[src/rtl/uart_tx_fifo.sv]
// uart_tx_fifo: byte FIFO feeding a UART transmitter through a WE/DATA/READY handshake.
// Producers write at up to one byte per clock; a four-state drain FSM pops one byte,
// strobes it into the transmitter, then waits for the transmitter to go busy and
// come back ready before it pops the next one. Writes into a full buffer are dropped
// and recorded in a sticky overflow flag.
module uart_tx_fifo #(
    parameter int unsigned DEPTH_LOG = 4
) (
    input  logic                 CLK,
    input  logic                 RST_X,
    input  logic                 WR_EN,
    input  logic [7:0]           WR_DATA,
    output logic                 FULL,
    output logic                 EMPTY,
    output logic [DEPTH_LOG:0]   COUNT,
    output logic                 OVERFLOW,
    input  logic                 CLR_OVF,
    output logic                 TX_WE,
    output logic [7:0]           TX_DATA,
    input  logic                 TX_READY,
    output logic                 BUSY
);

    localparam int unsigned DW    = 8;
    localparam int unsigned AW    = DEPTH_LOG;
    localparam int unsigned CW    = DEPTH_LOG + 1;
    localparam int unsigned DEPTH = 1 << DEPTH_LOG;

    typedef enum logic [1:0] {
        S_IDLE       = 2'd0,
        S_ISSUE      = 2'd1,
        S_WAIT_BUSY  = 2'd2,
        S_WAIT_READY = 2'd3
    } state_t;

    // storage and bookkeeping registers
    logic [DW-1:0] r_mem [DEPTH];
    logic [AW-1:0] r_wr_ptr;
    logic [AW-1:0] r_rd_ptr;
    logic [CW-1:0] r_count;
    logic          r_full;
    logic          r_empty;
    logic          r_overflow;
    logic          r_tx_we;
    logic [DW-1:0] r_tx_data;
    logic          r_busy;
    state_t        r_state;

    // combinational next-state / control
    state_t        w_state_nxt;
    logic          w_wr_acc;
    logic          w_wr_drop;
    logic          w_pop;
    logic [DW-1:0] w_tx_data_nxt;
    logic [CW-1:0] w_count_nxt;

    // write acceptance uses the registered FULL only; a same-edge pop never makes room
    always_comb begin
        w_wr_acc  = 1'b0;
        w_wr_drop = 1'b0;
        if (WR_EN) begin
            if (r_full) begin
                w_wr_drop = 1'b1;
            end else begin
                w_wr_acc = 1'b1;
            end
        end
    end

    // occupancy bookkeeping: +1 on write only, -1 on pop only
    always_comb begin
        w_count_nxt = r_count;
        if (w_wr_acc && !w_pop) begin
            w_count_nxt = r_count + CW'(1);
        end else if (!w_wr_acc && w_pop) begin
            w_count_nxt = r_count - CW'(1);
        end
    end

    // buffer write port (no reset on the data array)
    always_ff @(posedge CLK) begin
        if (w_wr_acc) begin
            r_mem[r_wr_ptr] <= WR_DATA;
        end
    end

    // pointers, count, flags and sticky overflow
    always_ff @(posedge CLK or negedge RST_X) begin
        if (!RST_X) begin
            r_wr_ptr   <= '0;
            r_rd_ptr   <= '0;
            r_count    <= '0;
            r_full     <= 1'b0;
            r_empty    <= 1'b1;
            r_overflow <= 1'b0;
        end else begin
            if (w_wr_acc) begin
                r_wr_ptr <= r_wr_ptr + AW'(1);
            end
            if (w_pop) begin
                r_rd_ptr <= r_rd_ptr + AW'(1);
            end
            r_count <= w_count_nxt;
            r_full  <= (w_count_nxt == CW'(DEPTH));
            r_empty <= (w_count_nxt == '0);
            // a drop on the same edge as a clear keeps the flag set
            if (w_wr_drop) begin
                r_overflow <= 1'b1;
            end else if (CLR_OVF) begin
                r_overflow <= 1'b0;
            end
        end
    end

    // drain FSM state register
    always_ff @(posedge CLK or negedge RST_X) begin
        if (!RST_X) begin
            r_state <= S_IDLE;
        end else begin
            r_state <= w_state_nxt;
        end
    end

    // drain FSM next-state logic
    always_comb begin
        w_state_nxt = r_state;
        case (r_state)
            S_IDLE: begin
                if (!r_empty && TX_READY) begin
                    w_state_nxt = S_ISSUE;
                end
            end
            S_ISSUE: begin
                w_state_nxt = S_WAIT_BUSY;
            end
            S_WAIT_BUSY: begin
                if (!TX_READY) begin
                    w_state_nxt = S_WAIT_READY;
                end
            end
            S_WAIT_READY: begin
                if (TX_READY) begin
                    w_state_nxt = S_IDLE;
                end
            end
            default: begin
                w_state_nxt = S_IDLE;
            end
        endcase
    end

    // drain FSM output decode: pop only from IDLE, strobe data follows the pop
    always_comb begin
        w_pop         = 1'b0;
        w_tx_data_nxt = r_tx_data;
        if ((r_state == S_IDLE) && !r_empty && TX_READY) begin
            w_pop         = 1'b1;
            w_tx_data_nxt = r_mem[r_rd_ptr];
        end
    end

    // registered transmitter interface; TX_WE lasts exactly the ISSUE cycle
    always_ff @(posedge CLK or negedge RST_X) begin
        if (!RST_X) begin
            r_tx_we   <= 1'b0;
            r_tx_data <= '0;
            r_busy    <= 1'b0;
        end else begin
            r_tx_we   <= w_pop;
            r_tx_data <= w_tx_data_nxt;
            r_busy    <= (w_state_nxt != S_IDLE);
        end
    end

    assign FULL     = r_full;
    assign EMPTY    = r_empty;
    assign COUNT    = r_count;
    assign OVERFLOW = r_overflow;
    assign TX_WE    = r_tx_we;
    assign TX_DATA  = r_tx_data;
    assign BUSY     = r_busy;

endmodule
[config.mk]
export PLATFORM = sky130hd
export DESIGN_NAME = uart_tx_fifo
export DESIGN_NICKNAME = d
export VERILOG_FILES = /design/src/rtl/uart_tx_fifo.sv
export SDC_FILE = /design/constraint.sdc
export NUM_CORES = 1
export LEC_CHECK = 0
export CORE_AREA = 2 2 143 117
export DETAILED_ROUTE_END_ITERATION = 10
export DIE_AREA = 0 0 145 119
export DONT_BUFFER_PORTS = 1
export SLEW_MARGIN = 20
export SYNTH_ARGS = -nofsm -noshare
export SYNTH_HDL_FRONTEND = slang
export SYNTH_SLANG_ARGS = --single-unit
[constraint.sdc]
create_clock -name CLK -period 2.5 [get_ports CLK]
set_input_delay 0.125 -clock CLK [delete_from_list [all_inputs] [get_ports CLK]]
set_output_delay 0.125 -clock CLK [all_outputs]
set_load 0.03 [all_outputs]
Word level (Yosys, flattened, before mapping)
Memory sizes are Yosys's and may differ from the RTL's. A register that Yosys moved wholly into a read port is not among the register bits.
Cells that the tools add are included.
{ "totals": {"out_inout_bits": 18, "mem_count": 1, "ff_bits": 20, "elab_cells": 46, "mem_bits_ro": 0, "ramBits": 128, "latch_bits": 0} }
{ "classes": {"n_addsub": 4, "mux": 15, "reduce_logical": 13, "n_shift": 0, "multipliers": 0, "bitwise": 0, "div_mod_pow": 0, "magnitude_cmp": 0, "n_eq_ne": 4} }
{ "mem_list": {"columns": ["name", "words", "word_bits", "read_ports", "rd_ports_with_merged_regs", "wr", "line_no", "source"], "rows": [
  ["r_mem", 16, 8, 1, 1, 1, "37", "logic [DW-1:0] r_mem [DEPTH];"]
]} }
{ "op_table": {"columns": ["operator", "count"], "rows": [
  ["2-to-1 mux 5 bit", 2],
  ["2-to-1 mux 1 bit", 9],
  ["adder 4 x 1 -> 4 bit, second input constant", 2],
  ["case mux 2 bit (4 select lines)", 1],
  ["2-to-1 mux 2 bit", 3],
  ["adder 5 x 1 -> 5 bit, second input constant", 1],
  ["equality test 5 bit, second input constant", 1],
  ["logical AND 1 bit", 5],
  ["logical NOT 5 bit", 1],
  ["subtractor 5 x 1 -> 5 bit, second input constant", 1],
  ["equality test 2 bit, second input constant", 2],
  ["logical NOT 1 bit", 4],
  ["nonzero test 2 bit", 2],
  ["equality test 2 x 1 -> 1 bit, second input constant", 1],
  ["logical NOT 2 bit", 1]
]} }

Longest topological paths before layout
Gate-level depths: netlist of run 1.
{ "logic_depth": {"ltp_word": 8, "mapped_depth": 7} }

Least setup slack after synthesis of run 1
OpenSTA, ideal clock, no wires.
{ "synth_path": {"path_kind": "reg-to-reg", "from": "reg r_rd_ptr[1]", "to": "reg r_tx_data[0] (netlist: TX_DATA[0]), read port of r_mem", "slack_ns": 0.601, "setup_time_ns": 0.126, "arrival_time_ns": 1.773, "stages_incl_launch_ff": 5, "period_less_slack_ns": 1.899, "path_cell_list": "dfrtp_1 buf_2 mux4_2 mux2_2 a221o_1"} }
{ "synth_lines": {"columns": ["element", "line_no", "source"], "rows": [
  ["from (decl)", "39", "logic [AW-1:0] r_rd_ptr;"],
  ["from (signal assigned)", "101", "r_rd_ptr <= r_rd_ptr + AW'(1);"],
  ["to (decl)", "45", "logic [DW-1:0] r_tx_data;"]
]} }

Worst setup path in the final report of run 1
{ "layout_path": {"from": "reg r_state[1]", "to": "reg r_full (netlist: FULL)"} }
{ "layout_via": {"elab_chain_cells": 8, "elab_cells_between_ends": 10, "cone_classes": "eq/ne: 1; mux: 3; reduce/logical: 6"} }
{ "layout_rtl": {"columns": ["element", "line_no", "source"], "rows": [
  ["from (decl)", "47", "state_t r_state;"],
  ["from (signal assigned)", "120", "r_state <= w_state_nxt;"],
  ["logical NOT 2 bit (*)", "156", "if ((r_state == S_IDLE) && !r_empty && TX_READY) begin"],
  ["logical AND 1 bit (*) (2 in series)", "156", null],
  ["2-to-1 mux 1 bit (*)", "156", null],
  ["logical AND 1 bit or logical NOT 1 bit (tied branches)", "75, 73", null],
  ["2-to-1 mux 5 bit or logical AND 1 bit (tied branches)", "75, 73", null],
  ["2-to-1 mux 5 bit (*)", "73", "if (w_wr_acc && !w_pop) begin"],
  ["via w_count_nxt[3]", "55", "logic [CW-1:0] w_count_nxt;"],
  ["equality test 5 bit (*)", "104", "r_full <= (w_count_nxt == CW'(DEPTH));"],
  ["to (signal assigned)", "104", null],
  ["to (decl)", "41", "logic r_full;"]
]} }
Mark *: on every way through the listed nets, which the timed path passes. The rest lies on a longest branch.
A chain may end at the register's enable or synchronous reset.

==> reports/metrics.yaml, run 1 <==
outcome:
  status: "completed"
clock_tree:
  numCtsBuffers: 17
  cts-root-buf: "clkbuf_16"
  cts.sink_count: 156
  clock_latency_ns: 0.42
  cts.clk_slew.worst_paths_ns: 0.06
  cts_max_level: 4
  clockBufferDepth: 2
  cts_setup_buffers: 0
  cts_tree: "built"
critical_path:
  cp.required_ns: 2.83
  r2r_cells: 5
  cp_data_arrival_time_ns: 2.49
  regToRegSetupSlack_ns: 0.34
  worstSetupPathType: "flip-flop to flip-flop"
  cp_max_fo: 22
  worstSetupEndpointType: "flip-flop"
  crit_path_start_kind: "flip-flop"
die:
  ios: 31
  placementRows: 42
  fp.dieW_um: 145
  core_mm2: 0.0160
  fp.dieH_um: 119
  start_util: 0.389
  dieArea_mm2: 0.0173
global_route:
  antenna_found_initial: 0
  gr-total-overflow: 0
  grt_usage: 0.158
  grt_max_degree: 29
  grt_pass1_vias: 3210
  grt_pass1_wl_um: 19600
placement:
  gp_congestion: 0.745
  portBuffers: 0
  dpl.hpwl_um: 8000
route:
  drtIter0Drc: 258
  post_drt_wl_per_cell_um: 21.1
  vias_per_cell: 5.24
  drt_pass1_iterations: 4
  vias: 3151
  wl_um: 12700
  drc_errors: 0
  ant_nets: 0
final_layout:
  syn2layout_area_growth_pct: 15.8
  drive_above_1_share: 0.220
  antenna_cells: 0
  fin_nets: 388
  fin_util: 0.451
timing:
  skew_ns: 0.00947
  report.final.slew_viol_count: 0
  rsz0062_at_grt: "false"
  fmaxAchievable_ghz: 0.462
  layout_min_cycle_time_ns: 2.16
  relSlewSlack: 0.556
  fin_setup_tns_ns: 0
  period_share: 0.865
  setup_violations: 0
  tightestPinTransition_ns: 0.664
  hold_viol: 0
hold_path:
  hp-class: "input pin to asynchronous set/reset pin"
logic_synthesis:
  synth_ff_type: "edfxtp_1"
  yosysWarnings: 0
  synth_area_leaders: "edfxtp_1 (62%), dfrtp_1 (11%), mux4_2 (10%)"
  yosysTopAreaCell: "edfxtp_1"
  netlist_area_mm2: 0.00624
  ys_seq_elements: 156
  synthCells: 336
  synth_edf_count: 128
  syn_area_per_cell_um2: 18.6
  yosys.cell_types.count: 39
  syn_nets: 356
  async_reset_ff_frac: 0.179
  yosysTopAreaCellShare: 0.616
  ys_seq_area_frac: 0.728
pwr:
  fin_total_pwr_w: 0.00811
  peakVddDrop_mv: 0.558
  p_leak_nw: 2.45
  p_per_area_mw_per_mm2: 1120
run:
  drv_cap: 0
==> repair_timing <==
| action | in CTS | in global routing |
|---|---|---|
| hold buffers | 13 | 0 |
| endpoints found under the setup margin | 0 | 0 |
| endpoints found under the hold margin | 159 | 0 |
| gates resized for setup | 0 | 0 |
==> worst max-delay path, stage by stage (launching register included) <==
cell and delay, ns:
dfrtp_1 0.41, or4b_4 0.70, nor4b_1 0.36, a31oi_1 0.09
xnor2_1 0.21, nor4b_2 0.30
==> sequential cells by signal, summed over array words and instances (netlist names) <==
name,cells
r_mem,128
TX_DATA,8
COUNT,5
r_rd_ptr,4
r_wr_ptr,4
r_state,2
BUSY,1
EMPTY,1
FULL,1
OVERFLOW,1
TX_WE,1
==> path summary, 6_finish.rpt <==
path / startpoint / end
max reg2reg: r_state[1] / FULL
min: RST_X / r_rd_ptr[0]
min in group CLK: WR_EN / COUNT[1]
max in group asynchronous: RST_X / EMPTY
min reg2reg: r_state[0] / r_state[1]
max: r_state[1] / FULL
==> power breakdown <==
part	total (W)	switching [W]	internal, W
sequential	0.00384	0.000603	0.00323
combinational	0.00205	0.00104	0.00101
clock	0.00222	0.000932	0.00129
==> placed cells by master (no fill, tap or decap), types with 2 or more instances in the layout <==
cell type	netlist	final
nor3_1	7	7
buf_4	0	14
edfxtp_1	128	128
or2_2	2	2
buf_12	0	3
mux2i_1	11	11
dfrtp_1	27	26
clkbuf_1	7	9
a211oi_1	2	2
o21ai_0	6	6
clkinv_2	0	4
mux2_2	6	6
inv_1	7	7
a221o_1	6	6
nand3_1	4	4
ha_1	7	7
nand2_1	11	11
nand4_1	2	2
nor4_2	2	2
and2_1	17	17
and3_1	3	3
a31oi_1	5	5
clkbuf_16	0	17
nor2_1	9	9
nor2b_1	4	4
nand2b_1	2	2
mux4_2	29	29
xnor2_1	9	9
a21oi_1	3	3
dlygate4sd3_1	0	12
==> cell type report <==
cell class	instances	area [µm²]
Clock buffer	27	473
Clock inverter	5	27.5
Fill cell	1403	8800
Inverter	7	26.3
Multi-Input combinational cell	157	1590
Sequential cell	156	4550
Tap cell	220	275
Timing Repair Buffer	29	285
==> cell usage after synthesis (3+ instances only) <==
cell and count:
a21oi_1 3, a221o_1 6, a31oi_1 5, and2_1 17, and3_1 3, buf_2 6, clkbuf_1 7, dfrtp_1 27
edfxtp_1 128, ha_1 7, inv_1 7, mux2_2 6, mux2i_1 11, mux4_2 29, nand2_1 11, nand3_1 4
nor2_1 9, nor2b_1 4, nor3_1 7, o21ai_0 6, xnor2_1 9
==> cell families (layout without fill, tap and decap cells) <==
logic type                 Yosys count  in the layout  share of synthesized area
xor gates and xnor gates            10             10                     0.0152
DFF                                156            156                      0.728
adders and majority gates            7              7                     0.0140
buffers and inverters               23             68                     0.0162
AOI/OAI and AO/OA                   27             27                     0.0307
muxes                               46             46                      0.133
and+or+nand+nor                     67             67                     0.0622
==> per-stage QoR <==
stage	hold slack, ns	std cells	setup slack, ns	instance area (µm²)
floorplan	-0.171	336	0.601	6240
global placement	-0.170	556	0.394	6590
detailed placement	-0.170	556	0.345	6590
CTS	0.129	601	0.340	7230
global route	0.156	601	0.208	7230
finish	0.142	601	0.337	7230
==> per-layer routing <==
metal / GRT usage / wire, µm / vias up
li1: - / - / 1392
met1: 0.229 / 6130 / 1686
met2: 0.232 / 5860 / 58
met3: 0.0341 / 501 / 15
met4: 0.0668 / 195 / 0
met5: 0 / 0 / -
Note: power is estimated with default switching activity, not from simulation.
==> inputs of run 2 (changes only) <==
--- a/config.mk
+++ b/config.mk
@@ -5,10 +5,14 @@
 export SDC_FILE = /design/constraint.sdc
 export NUM_CORES = 1
 export LEC_CHECK = 0
-export CORE_AREA = 2 2 143 117
+export ABC_AREA = 1
+export CELL_PAD_IN_SITES_DETAIL_PLACEMENT = 1
+export CELL_PAD_IN_SITES_GLOBAL_PLACEMENT = 2
+export CORE_AREA = 2 2 147 120
 export DETAILED_ROUTE_END_ITERATION = 10
-export DIE_AREA = 0 0 145 119
+export DIE_AREA = 0 0 149 122
 export DONT_BUFFER_PORTS = 1
+export PLACE_DENSITY_LB_ADDON = 0.1
 export SLEW_MARGIN = 20
 export SYNTH_ARGS = -nofsm -noshare
 export SYNTH_HDL_FRONTEND = slang
==> run 2 against run 1 <==
Effect of this change: area after synthesis increased by 5.4%; core utilization decreased by 0.61 points; count of clock-buffer cells in the layout decreased by 10; combinational power increased by 41%; largest cell class unchanged; global-route usage increased by 4.1 points; die area increased by 5.3%; sequential share of layout area decreased by 2.4 points.
==> reports/metrics.yaml, run 2 <==
critical_path:
  crit_path_start_kind: "flip-flop"
  cp_num_buf_inv: 2
  cpPeakStageDelay_ns: 0.57
  cp_top_family: "simple AND/OR/NAND/NOR gates"
  worstSetupPathType: "flip-flop to flip-flop"
  slowest_stage: "nor2_1"
  cp_data_arrival_time_ns: 2.01
  worstSetupEndpointType: "flip-flop"
  cp_cell_sequence: "inv_2, nand2_4, inv_4, nand2_1, nor2_1"
  cp_max_fo: 13
  cp.required_ns: 2.55
logic_synthesis:
  synth_common_cells: "nand2_1 (190), edfxtp_1 (128), nand3_1 (107)"
  ys_seq_area_frac: 0.691
  synth_compound_area_frac: 0.0173
  netlist_area_mm2: 0.00657
  synth_ff_type: "edfxtp_1"
  synthCells: 583
  syn_area_per_cell_um2: 11.3
  synthMuxAreaShare: 0
  yosysWarnings: 0
  synth_most_common_cell: "nand2_1"
  ys_seq_elements: 156
  synth_area_leaders: "edfxtp_1 (58%), nand2_1 (11%), dfrtp_1 (10%)"
  synth_edf_count: 128
  yosys.cell_types.count: 26
  yosys.area_share.simple: 0.223
  syn_nets: 603
  yosysTopAreaCellShare: 0.585
  synth_fa_ha_area_frac: 0.0133
  yosysTopAreaCell: "edfxtp_1"
  synth-xor-area-share: 0.0107
  synth_top_family_by_area: "simple AND/OR/NAND/NOR gates"
  async_reset_ff_frac: 0.179
route:
  drc_errors: 0
  ant_nets: 0
  post_drt_wl_per_cell_um: 20.0
  wl_um: 16900
  vias: 4248
  drtIter0Drc: 202
  vias_per_cell: 5.03
  drt_pass1_iterations: 6
timing:
  tightestPinTransition_ns: 0.842
  setup_violations: 0
  fmaxAchievable_ghz: 0.511
  relSlewSlack: 0.437
  skew_ns: 0.0109
  report.final.slew_viol_count: 0
  hold_slack_ns: 0.138
  fin_setup_tns_ns: 0
  layout_min_cycle_time_ns: 1.96
  period_share: 0.782
  hold_viol: 0
  rsz0062_at_grt: "false"
pwr:
  p_leak_nw: 2.87
  pwr-share-clk: 0.272
  p_per_area_mw_per_mm2: 1220
  power.share.switching: 0.403
  p_int_w: 0.00546
  peakVddDrop_mv: 0.657
  switchingPower_w: 0.00368
  power.share.combinational: 0.317
  p_seq_frac: 0.411
global_route:
  grt_usage: 0.199
  gr-total-overflow: 0
  antenna_found_initial: 1
  grt_max_degree: 48
  grt_pass1_wl_um: 25800
  grt_pass1_vias: 4309
placement:
  placed_area_mm2: 0.00679
  portBuffers: 0
  gp_congestion: 0.780
  dpl.hpwl_um: 11100
hold_path:
  hp-class: "input pin to asynchronous set/reset pin"
die:
  fp.dieH_um: 122
  placementRows: 43
  fp.dieW_um: 149
  ios: 31
  start_util: 0.389
  dieArea_mm2: 0.0182
  core_mm2: 0.0169
clock_tree:
  cts.clk_slew.worst_paths_ns: 0.07
  cts.sink_count: 156
  cts_resized: 0
  cts_setup_buffers: 0
  numCtsBuffers: 17
  cts-root-buf: "clkbuf_16"
  cts_max_level: 4
  cts_tree: "built"
  clock_latency_ns: 0.43
  clockBufferDepth: 2
final_layout:
  drive_above_1_share: 0.107
  syn2layout_area_growth_pct: 14.3
  final_common_cell: "nand2_1"
  fin_util: 0.445
  stdcell_area_mm2: 0.00751
  top_register: "r_mem"
  mostFrequentLayoutCells: "nand2_1 (190), edfxtp_1 (128), nand3_1 (107), nor2_1 (31), dfrtp_1 (26)"
  largest_reg_flops: 128
  fin_nets: 625
run:
  drv_cap: 0
outcome:
  status: "completed"
## run 2: logic make-up (layout without fill, tap and decap cells)
logic type	Yosys count	in the layout
simple gates	340	340
flops	156	156
other cells	0	1
fa+ha+maj	7	7
xor+xnor	8	8
compound gates	22	22
buf+inv	50	85
## run 2: cell type report
cell class / count / area [µm²]
multi-input combinational: 377 / 1740
fill: 1845 / 9380
sequential: 156 / 4550
antenna: 1 / 2.50
clock buffer: 17 / 425
inverter: 22 / 85.1
clock inverter: 15 / 141
timing repair buffer: 31 / 290
tap: 225 / 282
## run 2: timing repair
action                     CTS  global route
hold endpoints to repair   161             0
setup endpoints to repair    0             0
hold buffers                14             0
## run 2: worst reg2reg max path: stages (launching register included)
cell and delay (ns):
dfrtp_1 0.50, inv_2 0.12, nand2_4 0.08, inv_4 0.15, nand2_1 0.15, nor2_1 0.57
## run 2: path summary, 6_finish.rpt
check                           start     endpoint  slack [ns]  depth (start not counted)
max                              FULL  r_mem[9][0]        0.54                          5
min reg2reg                r_state[1]   r_state[0]        0.61                          2
max reg2reg                      FULL  r_mem[9][0]        0.54                          5
max in group asynchronous       RST_X        EMPTY        2.13                          2
min                             RST_X   TX_DATA[5]        0.14                          2
min in group CLK                WR_EN     OVERFLOW        0.37                          3
## run 2: metal layers
metal | vias to the layer above | track usage | wire, µm
li1 | 2037 | - | -
met1 | 2141 | 0.288 | 8260
met2 | 55 | 0.300 | 7740
met3 | 15 | 0.0412 | 592
met4 | 0 | 0.0667 | 293
met5 | - | 0 | 0
## run 2: power by group through the flow
stage | Combinational, W | Sequential, W | Clock (W)
floorplan | 0.00208 | 0.00372 | 0
global placement | 0.00282 | 0.00381 | 0
detailed placement | 0.00286 | 0.00382 | 0
CTS | 0.00295 | 0.00377 | 0.00255
global route | 0.00326 | 0.00381 | 0.00264
finish | 0.00289 | 0.00376 | 0.00249
## run 2: per-stage QoR
| stage | setup slack [ns] | total power, W | instances |
|---|---|---|---|
| after floorplan | 0.771 | 0.00579 | 583 |
| after global placement | 0.598 | 0.00663 | 797 |
| after detailed placement | 0.526 | 0.00668 | 797 |
| after CTS | 0.514 | 0.00927 | 843 |
| after global routing | 0.389 | 0.00972 | 844 |
| final | 0.545 | 0.00914 | 844 |
==> inputs of run 3 (changes only) <==
==> constraint.sdc (replaced) <==
create_clock -name CLK -period 1.8 [get_ports CLK]
set_input_delay 0.09 -clock CLK [delete_from_list [all_inputs] [get_ports CLK]]
set_output_delay 0.09 -clock CLK [all_outputs]
set_load 0.03 [all_outputs]
==> run 3 against run 2 <==
Effect of this change: final area rose by 2.8%; die area did not move; maximum frequency rose by 24%; via count rose by 3.6%; critical path depth rose by 4; worst hold slack got worse by 0.12 ns; critical endpoint is now EMPTY; largest power group unchanged.
==> reports/metrics.yaml, run 3 (synthesis gave the netlist of run 2 again) <==
clock_tree:
  clockBufferDepth: 2
  numCtsBuffers: 17
  cts_max_level: 4
  cts_tree: "built"
  cts-root-buf: "clkbuf_16"
  cts_resized: 0
  cts.sink_count: 156
  cts.clk_slew.worst_paths_ns: 0.06
  clock_latency_ns: 0.43
timing:
  fin_setup_tns_ns: 0
  hold_viol: 0
  fmaxAchievable_ghz: 0.633
  layout_min_cycle_time_ns: 1.58
  skew_ns: 0.00814
  setup_violations: 0
  period_share: 0.878
  report.final.slew_viol_count: 0
  relSlewSlack: 0.407
  rsz0062_at_grt: "false"
  tightestPinTransition_ns: 0.887
pwr:
  p_per_area_mw_per_mm2: 1700
  p_leak_nw: 3.03
  power.share.combinational: 0.337
  peakVddDrop_mv: 0.962
  p_int_w: 0.00804
  power.share.switching: 0.386
  pwr-share-clk: 0.271
  p_seq_frac: 0.392
  switchingPower_w: 0.00506
route:
  routed.top_layer: "met5"
  route.met2.wl_um: 8440
  dr_wl_met3_um: 849
  vias: 4403
  ant_nets: 0
  drt-met1-wl_um: 8680
  post_drt_wl_per_cell_um: 21.1
  vias_per_cell: 5.09
  drt_pass1_iterations: 4
  wl_um: 18200
  drtIter0Drc: 275
  drc_errors: 0
die:
  core_mm2: 0.0169
  ios: 31
  start_util: 0.389
  dieArea_mm2: 0.0182
  placementRows: 43
  fp.dieH_um: 122
  fp.dieW_um: 149
critical_path:
  crit_path_start_kind: "flip-flop"
  cp_data_arrival_time_ns: 1.94
  slowest_stage: "dfrtp_1"
  cp_cell_sequence: "inv_1, ha_1, nand4_1, nand2_1, nand2_1, nand2_1, nor2_1, nand2_1, nor2_1"
  cp.required_ns: 2.16
  cp_max_fo: 6
  worstSetupEndpointType: "flip-flop"
  worstSetupPathType: "flip-flop to flip-flop"
  cpPeakStageDelay_ns: 0.43
  path_common_cell: "nand2_1"
final_layout:
  regArea_mm2: 0.00455
  mostFrequentLayoutCells: "nand2_1 (190), edfxtp_1 (128), nand3_1 (107), buf_4 (36), nor2_1 (31)"
  final_common_cell: "nand2_1"
  syn2layout_area_growth_pct: 17.5
  top_register: "r_mem"
  antenna_cells: 0
  drive_above_1_share: 0.134
  largest_reg_flops: 128
  fillers: 1841
  fin_nets: 647
  fin_util: 0.457
  multi_input_area_mm2: 0.00174
placement:
  gp_congestion: 0.764
  portBuffers: 0
  dpl.hpwl_um: 11800
global_route:
  grt_pass1_vias: 4623
  grt_usage: 0.217
  gr-total-overflow: 0
  grt_pass1_wl_um: 28200
  grt_max_degree: 52
  antenna_found_initial: 1
hold_path:
  hp-class: "input pin to flip-flop"
outcome:
  status: "completed"
run:
  drv_cap: 0
run 3: through the flow:
stage	instances	hold WS, ns	total power [W]	setup slack [ns]	cell area (µm²)
3_3_place_gp	816	-0.205	0.00944	0.225	6960
3_5_place_dp	816	-0.205	0.00956	0.167	6960
6_report	865	0.0221	0.0131	0.220	7720
4_1_cts	862	0.00622	0.0132	0.145	7700
2_1_floorplan	583	-0.206	0.00805	0.0711	6570
5_1_grt	865	0.0167	0.0140	0.0522	7720
run 3: critical path: cells and delay by family (launching register included):
| family | cells | cell delay (ns) |
|---|---|---|
| buffers and inverters | 1 | 0.09 |
| flip-flops | 1 | 0.43 |
| AND/OR/NAND/NOR | 7 | 0.75 |
| adder cells (fa/ha/maj) | 1 | 0.23 |
run 3: power by group through the flow:
stage          clock network (W)  logic (W)  registers, W
2_1_floorplan                  0    0.00288       0.00516
3_3_place_gp                   0    0.00426       0.00519
3_5_place_dp                   0    0.00434       0.00522
4_1_cts                  0.00362    0.00447       0.00515
5_1_grt                  0.00376    0.00499       0.00520
6_report                 0.00355    0.00442       0.00513
run 3: path summary, 6_finish.rpt:
path / start / end / slack [ns] / cells after the start
setup / recovery: COUNT[0] / EMPTY / 0.22 / 9
min in group asynchronous: RST_X / TX_WE / 0.12 / 2
setup reg to reg: COUNT[0] / EMPTY / 0.22 / 9
max in group asynchronous: RST_X / EMPTY / 1.44 / 2
hold reg to reg: COUNT[1] / COUNT[1] / 0.60 / 2
hold / removal: TX_READY / TX_WE / 0.02 / 3
run 3: final cells by class:
| type | count | area share |
|---|---|---|
| flip-flops and latches | 156 | 0.589 |
| multi-input cells | 377 | 0.225 |
| clock buffers | 23 | 0.0661 |
| repair buffers | 53 | 0.0622 |
| well taps | 225 | 0.0365 |
| inverters | 22 | 0.0110 |
| clock inverters | 9 | 0.0100 |
run 3: metal layers:
metal | track usage | vias up
met2 | 0.334 | 78
li1 | - | 2076
met3 | 0.0423 | 18
met5 | 0 | -
met1 | 0.314 | 2229
met4 | 0.0631 | 2
run 3: what timing repair did:
item / CTS / global route
endpoints found under the setup margin: 0 / 2
setup buffers: 0 / 3
hold endpoints to repair: 162 / 0
hold buffers: 14 / 0
